**src/rtl/vga_timing_pkg.sv**
```systemverilog
// Shared definitions for the VGA raster timing generator.
// Holds the default 640x480@60 timing constants, a compile-time clog2,
// and helpers that derive line/frame totals from the porch/sync widths.
package vga_timing_pkg;

    // Default 640x480@60 timing (25 MHz pixel rate from a 50 MHz clock).
    localparam int DEF_H_ACTIVE = 640;
    localparam int DEF_H_FP     = 16;
    localparam int DEF_H_SYNC   = 96;
    localparam int DEF_H_BP     = 48;
    localparam int DEF_V_ACTIVE = 480;
    localparam int DEF_V_FP     = 10;
    localparam int DEF_V_SYNC   = 2;
    localparam int DEF_V_BP     = 33;
    localparam int DEF_CLK_DIV  = 2;

    function automatic int clog2(input int value);
        int r;
        r = 0;
        while ((1 << r) < value) r = r + 1;
        return r;
    endfunction

    // Counter width for a modulo-n counter; never narrower than one bit.
    function automatic int cnt_w(input int n);
        return (clog2(n) < 1) ? 1 : clog2(n);
    endfunction

    // Total count of one axis: active + front porch + sync + back porch.
    function automatic int timing_total(input int active, input int fp,
                                        input int sync, input int bp);
        return active + fp + sync + bp;
    endfunction

    // Clock cycles in one full frame.
    function automatic int frame_cycles(input int h_total, input int v_total,
                                        input int clk_div);
        return h_total * v_total * clk_div;
    endfunction

endpackage

```
**src/rtl/vga_sync_pipe.sv**
```systemverilog
// Delay line for the blank/sync decodes so they line up with a pipelined
// pixel memory addressed by posx/posy.
// Ports:
//   Clock  - system clock
//   reset  - synchronous, active-high; loads RST_VAL into every stage
//   ce     - advance the line by one stage (pixel tick)
//   d      - undelayed bits
//   q      - bits delayed by DEPTH ticks (d itself when DEPTH is 0)
module vga_sync_pipe #(
    parameter int             DEPTH   = 1,
    parameter int             W       = 3,
    parameter logic [W-1:0]   RST_VAL = '0
) (
    input  logic         Clock,
    input  logic         reset,
    input  logic         ce,
    input  logic [W-1:0] d,
    output logic [W-1:0] q
);

    generate
        if (DEPTH == 0) begin : g_bypass
            logic unused;
            assign unused = ^{Clock, reset, ce};
            assign q      = d;
        end else begin : g_shift
            logic [W-1:0] stage [DEPTH];

            always_ff @(posedge Clock) begin
                if (reset) begin
                    for (int i = 0; i < DEPTH; i++) stage[i] <= RST_VAL;
                end else if (ce) begin
                    stage[0] <= d;
                    for (int i = 1; i < DEPTH; i++) stage[i] <= stage[i-1];
                end
            end

            assign q = stage[DEPTH-1];
        end
    endgenerate

endmodule

```
**src/rtl/vga_timing_gen.sv**
```systemverilog
// Parametrised VGA raster timing generator.
// Ports:
//   Clock       - system clock
//   reset       - synchronous, active-high reset (wins over enable)
//   enable      - run when high; when low all state holds and pix_ce is 0
//   pix_ce      - one-clock pixel tick, high in the cycle the divider wraps
//   posx, posy  - active-area coordinates >> SCALE_SHIFT (0 outside active)
//   blank       - high outside the active area, delayed PIPE_DEPTH ticks
//   Hsinc/Vsinc - sync outputs at HS_POL/VS_POL, delayed PIPE_DEPTH ticks
//   line_start  - pulse in the cycle the outputs first show h = 0
//   frame_start - pulse in the cycle the outputs first show (0,0)
module vga_timing_gen
    import vga_timing_pkg::*;
#(
    parameter int H_ACTIVE    = DEF_H_ACTIVE,
    parameter int H_FP        = DEF_H_FP,
    parameter int H_SYNC      = DEF_H_SYNC,
    parameter int H_BP        = DEF_H_BP,
    parameter int V_ACTIVE    = DEF_V_ACTIVE,
    parameter int V_FP        = DEF_V_FP,
    parameter int V_SYNC      = DEF_V_SYNC,
    parameter int V_BP        = DEF_V_BP,
    parameter int CLK_DIV     = DEF_CLK_DIV,
    parameter bit HS_POL      = 1'b0,
    parameter bit VS_POL      = 1'b0,
    parameter int PIPE_DEPTH  = 1,
    parameter int SCALE_SHIFT = 0,
    localparam int XW = clog2(H_ACTIVE),
    localparam int YW = clog2(V_ACTIVE)
) (
    input  logic          Clock,
    input  logic          reset,
    input  logic          enable,
    output logic          pix_ce,
    output logic [XW-1:0] posx,
    output logic [YW-1:0] posy,
    output logic          blank,
    output logic          Hsinc,
    output logic          Vsinc,
    output logic          line_start,
    output logic          frame_start
);

    localparam int H_TOTAL = timing_total(H_ACTIVE, H_FP, H_SYNC, H_BP);
    localparam int V_TOTAL = timing_total(V_ACTIVE, V_FP, V_SYNC, V_BP);
    localparam int HW      = cnt_w(H_TOTAL);
    localparam int VW      = cnt_w(V_TOTAL);
    localparam int DW      = cnt_w(CLK_DIV);

    localparam logic [DW-1:0] DIV_LAST = DW'(CLK_DIV - 1);
    localparam logic [HW-1:0] H_LAST   = HW'(H_TOTAL - 1);
    localparam logic [HW-1:0] H_ACT    = HW'(H_ACTIVE);
    localparam logic [HW-1:0] HS_BEG   = HW'(H_ACTIVE + H_FP);
    localparam logic [HW-1:0] HS_END   = HW'(H_ACTIVE + H_FP + H_SYNC - 1);
    localparam logic [VW-1:0] V_LAST   = VW'(V_TOTAL - 1);
    localparam logic [VW-1:0] V_ACT    = VW'(V_ACTIVE);
    localparam logic [VW-1:0] VS_BEG   = VW'(V_ACTIVE + V_FP);
    localparam logic [VW-1:0] VS_END   = VW'(V_ACTIVE + V_FP + V_SYNC - 1);

    // Pipe stages hold {blank, Vsinc, Hsinc}; they come out of reset blanked
    // with both syncs inactive.
    localparam logic [2:0] PIPE_RST = {1'b1, ~VS_POL, ~HS_POL};

    logic [DW-1:0] div, div_nxt;
    logic [HW-1:0] h, h_nxt;
    logic [VW-1:0] v, v_nxt;
    logic          tick;
    logic          blank_raw, hs_raw, vs_raw;

    // A tick happens at the edge closing a visible pix_ce cycle, so every
    // count step is announced by pix_ce. After a pause the divider parks on
    // its last value until pix_ce has been shown again, which keeps the
    // resumed count exact.
    assign tick = enable & pix_ce;

    always_comb begin
        div_nxt = div;
        h_nxt   = h;
        v_nxt   = v;
        if (tick) begin
            div_nxt = '0;
            if (h == H_LAST) begin
                h_nxt = '0;
                v_nxt = (v == V_LAST) ? '0 : v + 1'b1;
            end else begin
                h_nxt = h + 1'b1;
            end
        end else if (div != DIV_LAST) begin
            div_nxt = div + 1'b1;
        end
    end

    always_ff @(posedge Clock) begin
        if (reset) begin
            div         <= '0;
            h           <= '0;
            v           <= '0;
            pix_ce      <= 1'b0;
            posx        <= '0;
            posy        <= '0;
            line_start  <= 1'b0;
            frame_start <= 1'b0;
            blank_raw   <= 1'b0;
            hs_raw      <= ~HS_POL;
            vs_raw      <= ~VS_POL;
        end else begin
            line_start  <= 1'b0;
            frame_start <= 1'b0;
            if (enable) begin
                div    <= div_nxt;
                pix_ce <= (div_nxt == DIV_LAST);
            end else begin
                pix_ce <= 1'b0;
            end
            if (tick) begin
                h           <= h_nxt;
                v           <= v_nxt;
                posx        <= (h_nxt < H_ACT) ? XW'(h_nxt >> SCALE_SHIFT) : '0;
                posy        <= (v_nxt < V_ACT) ? YW'(v_nxt >> SCALE_SHIFT) : '0;
                blank_raw   <= (h_nxt >= H_ACT) || (v_nxt >= V_ACT);
                hs_raw      <= (h_nxt >= HS_BEG && h_nxt <= HS_END) ? HS_POL : ~HS_POL;
                vs_raw      <= (v_nxt >= VS_BEG && v_nxt <= VS_END) ? VS_POL : ~VS_POL;
                line_start  <= (h_nxt == '0);
                frame_start <= (h_nxt == '0) && (v_nxt == '0);
            end
        end
    end

    vga_sync_pipe #(
        .DEPTH   (PIPE_DEPTH),
        .W       (3),
        .RST_VAL (PIPE_RST)
    ) u_sync_pipe (
        .Clock (Clock),
        .reset (reset),
        .ce    (tick),
        .d     ({blank_raw, vs_raw, hs_raw}),
        .q     ({blank, Vsinc, Hsinc})
    );

endmodule
```
**config.mk**
```make
export PLATFORM = sky130hd
export DESIGN_NAME = vga_timing_gen
export DESIGN_NICKNAME = d
export VERILOG_FILES = /design/src/rtl/vga_timing_pkg.sv /design/src/rtl/vga_sync_pipe.sv /design/src/rtl/vga_timing_gen.sv
export SDC_FILE = /design/constraint.sdc
export NUM_CORES = 1
export LEC_CHECK = 0
export BUFFER_PORTS_ARGS = -buffer_cell sky130_fd_sc_hd__buf_2
export CELL_PAD_IN_SITES_DETAIL_PLACEMENT = 1
export CELL_PAD_IN_SITES_GLOBAL_PLACEMENT = 2
export CORE_UTILIZATION = 35
export CTS_CLUSTER_DIAMETER = 40
export DETAILED_ROUTE_END_ITERATION = 8
export PLACE_DENSITY_LB_ADDON = 0.1
export REMOVE_ABC_BUFFERS = 1
export SYNTH_ARGS = -nofsm -noshare
export SYNTH_HDL_FRONTEND = slang
export SYNTH_HIERARCHICAL = 1
export SYNTH_SLANG_ARGS = --single-unit
```
**constraint.sdc**
```tcl
create_clock -name Clock -period 2.8 [get_ports Clock]
set_input_delay 0.56 -clock Clock [delete_from_list [all_inputs] [get_ports Clock]]
set_output_delay 0.56 -clock Clock [all_outputs]
set_load 0.005 [all_outputs]
```
# Word-level counts from Yosys, hierarchy flattened
# Memories as Yosys holds them, arrays and structs flattened.
# Index checks and enable logic that the tools add are counted.
# totals
ff_bits	46
latchBits	0
mem_bits_rw	3
romBits	0
inputBits	3
out_inout_bits	25
mem_count	1
# classes
n_addsub	3
multipliers	0
div_mod_pow	0
n_lt_le_gt_ge	8
eq_ne	2
n_shift	0
mux	18
bitwise	3
reduce_logical	9
# mem_list
name	depth	word_bits	read_ports	rd_clocked_by_memory_dff	wr	line	rtl
u_sync_pipe.g_shift.stage	1	3	1	0	1	vga_sync_pipe.sv:27	logic [W-1:0] stage [DEPTH];
# ops
cell	count
$mux 10	6
$add 10x1->10 const B	2
$eq 10x10->1 const B	2
$ge 10x10->1 const B	2
$ge 10x9->1 const B	2
$logic_not 10->1	2
$le 10x10->1 const B	1
$le 10x9->1 const B	1
$lt 10x10->1 const B	1
$lt 10x9->1 const B	1
$mux 1	10
$mux 9	1
$reduce_or 2->1	2
$logic_and 1x1->1	3
$mux 3	1
$reduce_or 3->1	1
$not 1->1	2
$add 1x1->1 const B	1
$and 1x1->1	1
$logic_or 1x1->1	1

# Longest topological paths before layout
# Gate-level depths: netlist of run 1.
# logic_depth
depth_word	7
depth_mapped	9
ltp_nobuf	8

# Hierarchy
# The synthesis of run 1 kept the hierarchy.
# by_module_without_submodules
mod	instances	cells_per_inst	area_per_inst_um2	seq_area_each_um2
vga_timing_gen	1	304	2492.4	900.9
vga_sync_pipe	1	7	122.6	90.1

# Worst setup path before layout of run 1
# Ideal clock, no wire load.
# synth_path
path_kind	reg-to-reg
startpoint	register h[1]
endpoint	register vs_raw
setup_ps	122
arrival_time_ps	2166
required_ps	2678
setup_slack_ps	512
path_stages_with_launch	10
path_cell_list	dfxtp_1 > ha_1 > and4_1 > buf_4 > and4_1 > clkbuf_1 > o21ai_0 > a32oi_1 > or3_1 > o32a_1
# synth_between
elab_chain_cells	6
# synth_lines
item	line	rtl
start, declared	vga_timing_gen.sv:65	logic [HW-1:0] h, h_nxt;
start signal, assigned	vga_timing_gen.sv:116	h <= h_nxt;
$eq 10x10->1 (*)	vga_timing_gen.sv:82	if (h == H_LAST) begin
$mux 10 (*)	vga_timing_gen.sv:82	
$mux 10 (*)	vga_timing_gen.sv:80	if (tick) begin
$ge 10x9->1 / $le 10x9->1 (equally long branches)	vga_timing_gen.sv:122	vs_raw <= (v_nxt >= VS_BEG && v_nxt <= VS_END) ? VS_POL : ~VS_POL;
$logic_and 1x1->1 (*)	vga_timing_gen.sv:122	
$mux 1 (*)	vga_timing_gen.sv:122	
end signal, assigned	vga_timing_gen.sv:105	vs_raw <= ~VS_POL;
end signal, assigned	vga_timing_gen.sv:122	
end, declared	vga_timing_gen.sv:68	logic blank_raw, hs_raw, vs_raw;
# Every way passes the cells marked *; elsewhere a longest branch is shown, timed or not.
# A chain may end at the register's enable or synchronous reset.

# Worst setup path after layout of run 1
# layout_path
startpoint	register h[0]
endpoint	register posy[0]
# layout_between
elab_chain_cells	5
# layout_lines
item	line	rtl
$eq 10x10->1 (*)	vga_timing_gen.sv:82	
$mux 10 (*)	vga_timing_gen.sv:82	
$mux 10 (*)	vga_timing_gen.sv:80	
$lt 10x9->1	vga_timing_gen.sv:119	posy <= (v_nxt < V_ACT) ? YW'(v_nxt >> SCALE_SHIFT) : '0;
$mux 9 (*)	vga_timing_gen.sv:119	
end signal, assigned	vga_timing_gen.sv:119	
end, declared	vga_timing_gen.sv:36	output logic [YW-1:0] posy,
# Marks and branches as above.

==> run metrics, run 1 <==
DIE AREA 7821 um2; diode count 0; insertion delay to the later sink of the worst-skew pair 0.30 ns; Reg2Reg Setup Slack 0.23 ns; Mapped Cells 311; EDFF count, synth 3; fillers 886; Async SR Flop Fraction 0; Worst-Margin Slew 0.7093 ns; CP arrival 2.74 ns; global-route wire length before repair 11.79 mm; TritonCTS buffer count 5; Floorplan Core Area 7253 um2; fraction of layout cells with a size suffix above 1 0.2023; post-route setup TNS 0 ns; total grt overflow 0; Slew HR 0.5254; RePlAce Congestion 0.8027; adder-cell share of the synthesized area 0.01435; unrepaired setup endpoints after global routing no; clk sinks 48; die height 88.44 um; XOR/XNOR Fraction of Synth Area 0.06029; vias in the first global route 2,228; first-pass detailed-route iteration total 6; Rows 31; R2R cell count 7; WHS 0.4524 ns; RR Startpoint h[0]; DR vias 2,312; area grow syn2layout 15.65%; clock slew at reported path FFs 0.09 ns; largest family of logic cells by synthesized area simple AND/OR/NAND/NOR gates; Power per Cell Area 432.8 nW/um2; Iteration-0 DRC Markers 73; largest net degree at the start of global routing 27; hold path start posy[3]; minimum clock period after layout 2.567 ns; dpl cell area 2898 um2; Netlist cell types 64; CP Class reg2reg; top_reg_cell synth dfxtp_1; vias per cell 5.255; register area share after synthesis 0.3789; fin worst setup slack 0.2325 ns; FF/Latch Area 991.0 um2; fin crit share 0.9170; DP HPWL 5.332 mm; post-synth design cell area 2615 um2; drt total wl 6.949 mm; #FFs+latches synth 48; Synth Area in Simple Gates 0.3048; Worst Hold Class reg2reg; Slew Viols, Final 0; port bufs 27; Setup Viol. Count Final 0; initial antenna violation count 0; Layout Nets 346; Worst VDD drop 235.5 uV; DRC viols 0; most frequent cells in the layout dfxtp_1, nor2_1, nand2_1, buf_2, buf_4; Die X 88.44 um; overall routing resource usage 0.1960; Hold Path End posy[3]; CTS Hold Buffers Added 0; DP Worst Slack 0.2432 ns; Lkg Pwr 1.053 nW; Routed Antenna Nets 0; Clock Skew 0.008917 ns; PostCTS Resize Cnt 0; leading cell type in the layout, fill and taps excluded dfxtp_1; status finished clean; hold path depth 2; fmax 389.5 MHz; WL/cell 15.79 um; Root Driver clkbuf_8; compound-cell area share of the yosys netlist 0.1785; area of the multi-input gates 1490 um2; H-tree lvl count 2; CTS tree done; Data required, critical path 2.98 ns; synth warn 6; r2r endpoint posy[0]; clk buf depth 2; Syn Area/Cell 8.408 um2; endpoint class of the critical path register; Finished Core Util 0.4169; startpoint types register; I/O Pins 28; mux contribution to synthesized area 0.01196; setup bufs post-CTS 0; Critical Path Fanout Max 8; Finished Cell Area 3024 um2; Initial Utilization 0.3605; Max Cap Viol 0; final hold viol count 0
[Yosys cell counts (all sizes together) (2+ instances only)]
cell type,count,share of area
a2bb2oi,2,0.0067
o32a,3,0.011
dfxtp,45,0.34
xnor2,11,0.037
nand2b,3,0.0072
edfxtp,3,0.034
a32oi,2,0.0067
nand3,13,0.027
o41ai,4,0.013
mux2i,2,0.0077
nor2b,5,0.012
o21ai,13,0.025
or3,7,0.017
nand4,5,0.018
or4,3,0.011
and2,2,0.0048
and3,2,0.0048
a22oi,3,0.0086
clkbuf,12,0.017
o31ai,4,0.011
ha,3,0.014
a21oi,10,0.019
o32ai,2,0.0067
o22ai,2,0.0072
nor2,40,0.060
xor2,7,0.023
nand2,34,0.049
or2,5,0.012
o21a,2,0.0057
buf,10,0.022
nor3,11,0.025
a31oi,5,0.012
o2bb2ai,2,0.0067
and4,3,0.010
or3b,3,0.010
nor3b,2,0.010
nor4,4,0.020
inv,8,0.011
o211ai,2,0.0057
o31a,2,0.0067
[layout make-up]
type,instances,area share
repair buffers,44,0.08688
multi-input cells,233,0.4928
clock buffers,7,0.03186
well taps,99,0.04096
clock inverters,1,0.009930
flip-flops and latches,48,0.3277
inverters,8,0.009930
[how the worst max path moves through the flow]
stage | startpoint | end | slack [ns] | cells after the start
after global routing | h[0] | posy[3] | 0.05 | 7
after detailed placement | h[0] | posy[0] | 0.24 | 7
after floorplan | enable | vs_raw | -0.02 | 7
final | h[0] | posy[0] | 0.23 | 7
after global placement | h[0] | vs_raw | 0.32 | 7
after CTS | h[0] | posy[0] | 0.22 | 7
[power by group]
| part | switching (mW) | internal (mW) | leakage (nW) | total [mW] |
|---|---|---|---|---|
| logic | 0.0381 | 0.0231 | 0.604 | 0.0612 |
| clock network | 0.232 | 0.315 | 0.0645 | 0.547 |
| registers | 0.00614 | 0.695 | 0.385 | 0.701 |
[worst max-delay path: stages, from the launching register on]
cell and delay [ns]:
dfxtp_1 0.48, ha_1 0.24, and4_1 0.33, and4_1 0.37, o21ai_0 0.13, a32oi_1 0.32
nor3_2 0.14, o41ai_1 0.43
[logic make-up (layout without fill, tap and decap cells)]
group           Yosys count  in the layout
compound gates           65             65
xor+xnor                 18             18
fa+ha+maj                 3              3
buf+inv                  30             60
flops                    48             48
mux                       3              3
simple gates            144            144
[routing by layer]
metal | up-vias | track usage | wire length [um]
met5 | - | 0 | 0
met4 | 0 | 0.03812 | 45
met3 | 5 | 0.02799 | 162
met2 | 34 | 0.2909 | 2967
met1 | 1102 | 0.2998 | 3774
li1 | 1171 | - | -
[flip-flops by register name, summed over array words and instances, names as in the netlist, 3 cells and up]
name	cells
u_sync_pipe/g_shift.stage	3
h	10
posy	9
posx	10
v	10
[stage by stage]
step,cells,power (mW)
final,440,1.309
after global routing,440,1.370
after CTS,440,1.331
after detailed placement,432,0.7795
after global placement,432,0.7785
after floorplan,289,0.7458
No activity file was read; power rests on OpenSTA's default activity.
==> run 2, diff against run 1 <==
--- a/config.mk
+++ b/config.mk
@@ -8,7 +8,7 @@
 export BUFFER_PORTS_ARGS = -buffer_cell sky130_fd_sc_hd__buf_2
 export CELL_PAD_IN_SITES_DETAIL_PLACEMENT = 1
 export CELL_PAD_IN_SITES_GLOBAL_PLACEMENT = 2
-export CORE_UTILIZATION = 35
+export CORE_UTILIZATION = 38
 export CTS_CLUSTER_DIAMETER = 40
 export DETAILED_ROUTE_END_ITERATION = 8
 export PLACE_DENSITY_LB_ADDON = 0.1
==> constraint.sdc (replaced) <==
create_clock -name Clock -period 3.3 [get_ports Clock]
set_input_delay 0.66 -clock Clock [delete_from_list [all_inputs] [get_ports Clock]]
set_output_delay 0.66 -clock Clock [all_outputs]
set_load 0.005 [all_outputs]
==> run metrics, run 2 (same netlist as run 1, synthesis figures left out) <==
die height 84.96 um (-3.9%); most frequent cells in the layout dfxtp_1, nor2_1, nand2_1, buf_2; insertion delay to the later sink of the worst-skew pair 0.30 ns (about the same); Slew HR 0.4350 (-0.09038); Max Cap Viol 0 (unchanged); fraction of layout cells with a size suffix above 1 0.1777 (-0.02464); DR vias 2,302 (-0.43%); Power per Cell Area 368.9 nW/um2 (-15%); RePlAce Congestion 0.8379 (+4.4%); vias in the first global route 2,176 (-2.3%); Die X 84.96 um (-3.9%); fin crit share 0.8413 (-0.07566); unrepaired setup endpoints after global routing no; total grt overflow 0 (unchanged); Rows 29 (-6.5%); Finished Core Util 0.4487 (+0.03172); CP Class reg2reg; clock slew at reported path FFs 0.10 ns (about the same); first-pass detailed-route iteration total 8 (+2); Critical Path Fanout Max 15 (+7); Iteration-0 DRC Markers 76 (+4.1%); hold path start posx[6]; WL/cell 16.52 um (+4.6%); post-route setup TNS 0 ns (unchanged); status finished, violations left; H-tree lvl count 2 (unchanged); port bufs 27 (unchanged); Floorplan Core Area 6495 um2 (-10%); Routed Antenna Nets 0 (unchanged); Slew Viols, Final 0 (unchanged); vias per cell 5.628 (+7.1%); CTS tree done; setup bufs post-CTS 0 (unchanged); Lkg Pwr 1.000 nW (-5.0%); PostCTS Resize Cnt 0 (unchanged); CTS Hold Buffers Added 0 (unchanged); Initial Utilization 0.4026 (+0.04209); DIE AREA 7217 um2 (-7.7%); RR Startpoint h[0]; global-route wire length before repair 11.31 mm (-4.0%); initial antenna violation count 0 (unchanged); diode count 0 (unchanged); Data required, critical path 3.49 ns (+0.51 ns); clk sinks 48 (unchanged); final hold viol count 0 (unchanged); I/O Pins 28 (unchanged); leading cell type in the layout, fill and taps excluded dfxtp_1; Worst VDD drop 215.0 uV (-8.7%); drt total wl 6.755 mm (-2.8%); overall routing resource usage 0.1972 (+0.001115); fmax 360.2 MHz (-7.5%); Layout Nets 337 (-2.6%); DRC viols 2 (+2); endpoint class of the critical path register; CP arrival 2.97 ns (+0.23 ns); startpoint types register; beginning of the critical path h[0]; failing checks design-rule violations; clk buf depth 2 (unchanged); WHS 0.4519 ns (-0.0005350 ns); Setup Viol. Count Final 0 (unchanged); fillers 785 (-11%); minimum clock period after layout 2.776 ns (+0.2088 ns); Clock Skew 0.006271 ns (-0.002646 ns); largest net degree at the start of global routing 27 (unchanged); Root Driver clkbuf_8; DP HPWL 4.912 mm (-7.9%); Worst Hold Class reg2reg; area grow syn2layout 11.44%; TritonCTS buffer count 5 (unchanged); Worst-Margin Slew 0.8443 ns (+0.1351 ns); Top Registers h (10), posx (10), v (10)
run 2: final cells by class:
type / instances / area [um2] / share of cell area
clock buffer: 5 / 68.82 / 0.02362
clock inverter: 3 / 42.54 / 0.01460
inverter: 8 / 30.03 / 0.01030
multi-input combinational: 233 / 1490 / 0.5114
sequential: 48 / 991.0 / 0.3401
tap: 77 / 96.34 / 0.03306
timing repair buffer: 35 / 195.2 / 0.06698
run 2: metrics by stage:
step                      cell area (um2)  instances  power [mW]  worst slack, ns
after CTS                            2914        409       1.087           0.5365
after detailed placement             2803        401      0.6581           0.5582
after global placement               2803        401      0.6579           0.6563
after floorplan                      2511        289      0.6328           0.3765
final                                2914        409       1.075           0.5237
after global routing                 2914        409       1.117           0.3375
run 2: where the power goes:
group,total (mW),switching [mW],internal [mW]
Clock,0.432,0.207,0.225
Combinational,0.0477,0.0304,0.0173
Sequential,0.595,0.00598,0.589
Total,1.08,0.243,0.832
run 2: per-layer routing:
metal	vias to the layer above	GRT usage	routed length (um)
met5	-	0	0
met2	41	0.2896	2769
met3	2	0.02821	209
met1	1103	0.3066	3747
met4	0	0.03390	29
li1	1156	-	-
run 2: critical path: stages (launching register included):
cell     delay [ns]
dfxtp_1        0.49
ha_1           0.24
and4_1         0.23
buf_4          0.16
nand4_4        0.25
nor4_2         0.45
nor2_4         0.07
or3_1          0.42
o32a_1         0.36
run 2: final timing paths:
kind,endpoint,slack (ns),depth (start not counted)
worst max register to register,vs_raw,0.52,8
worst min register to register,posx[6],0.45,2
worst max-delay path,vs_raw,0.52,8
worst min-delay path,posx[6],0.45,2
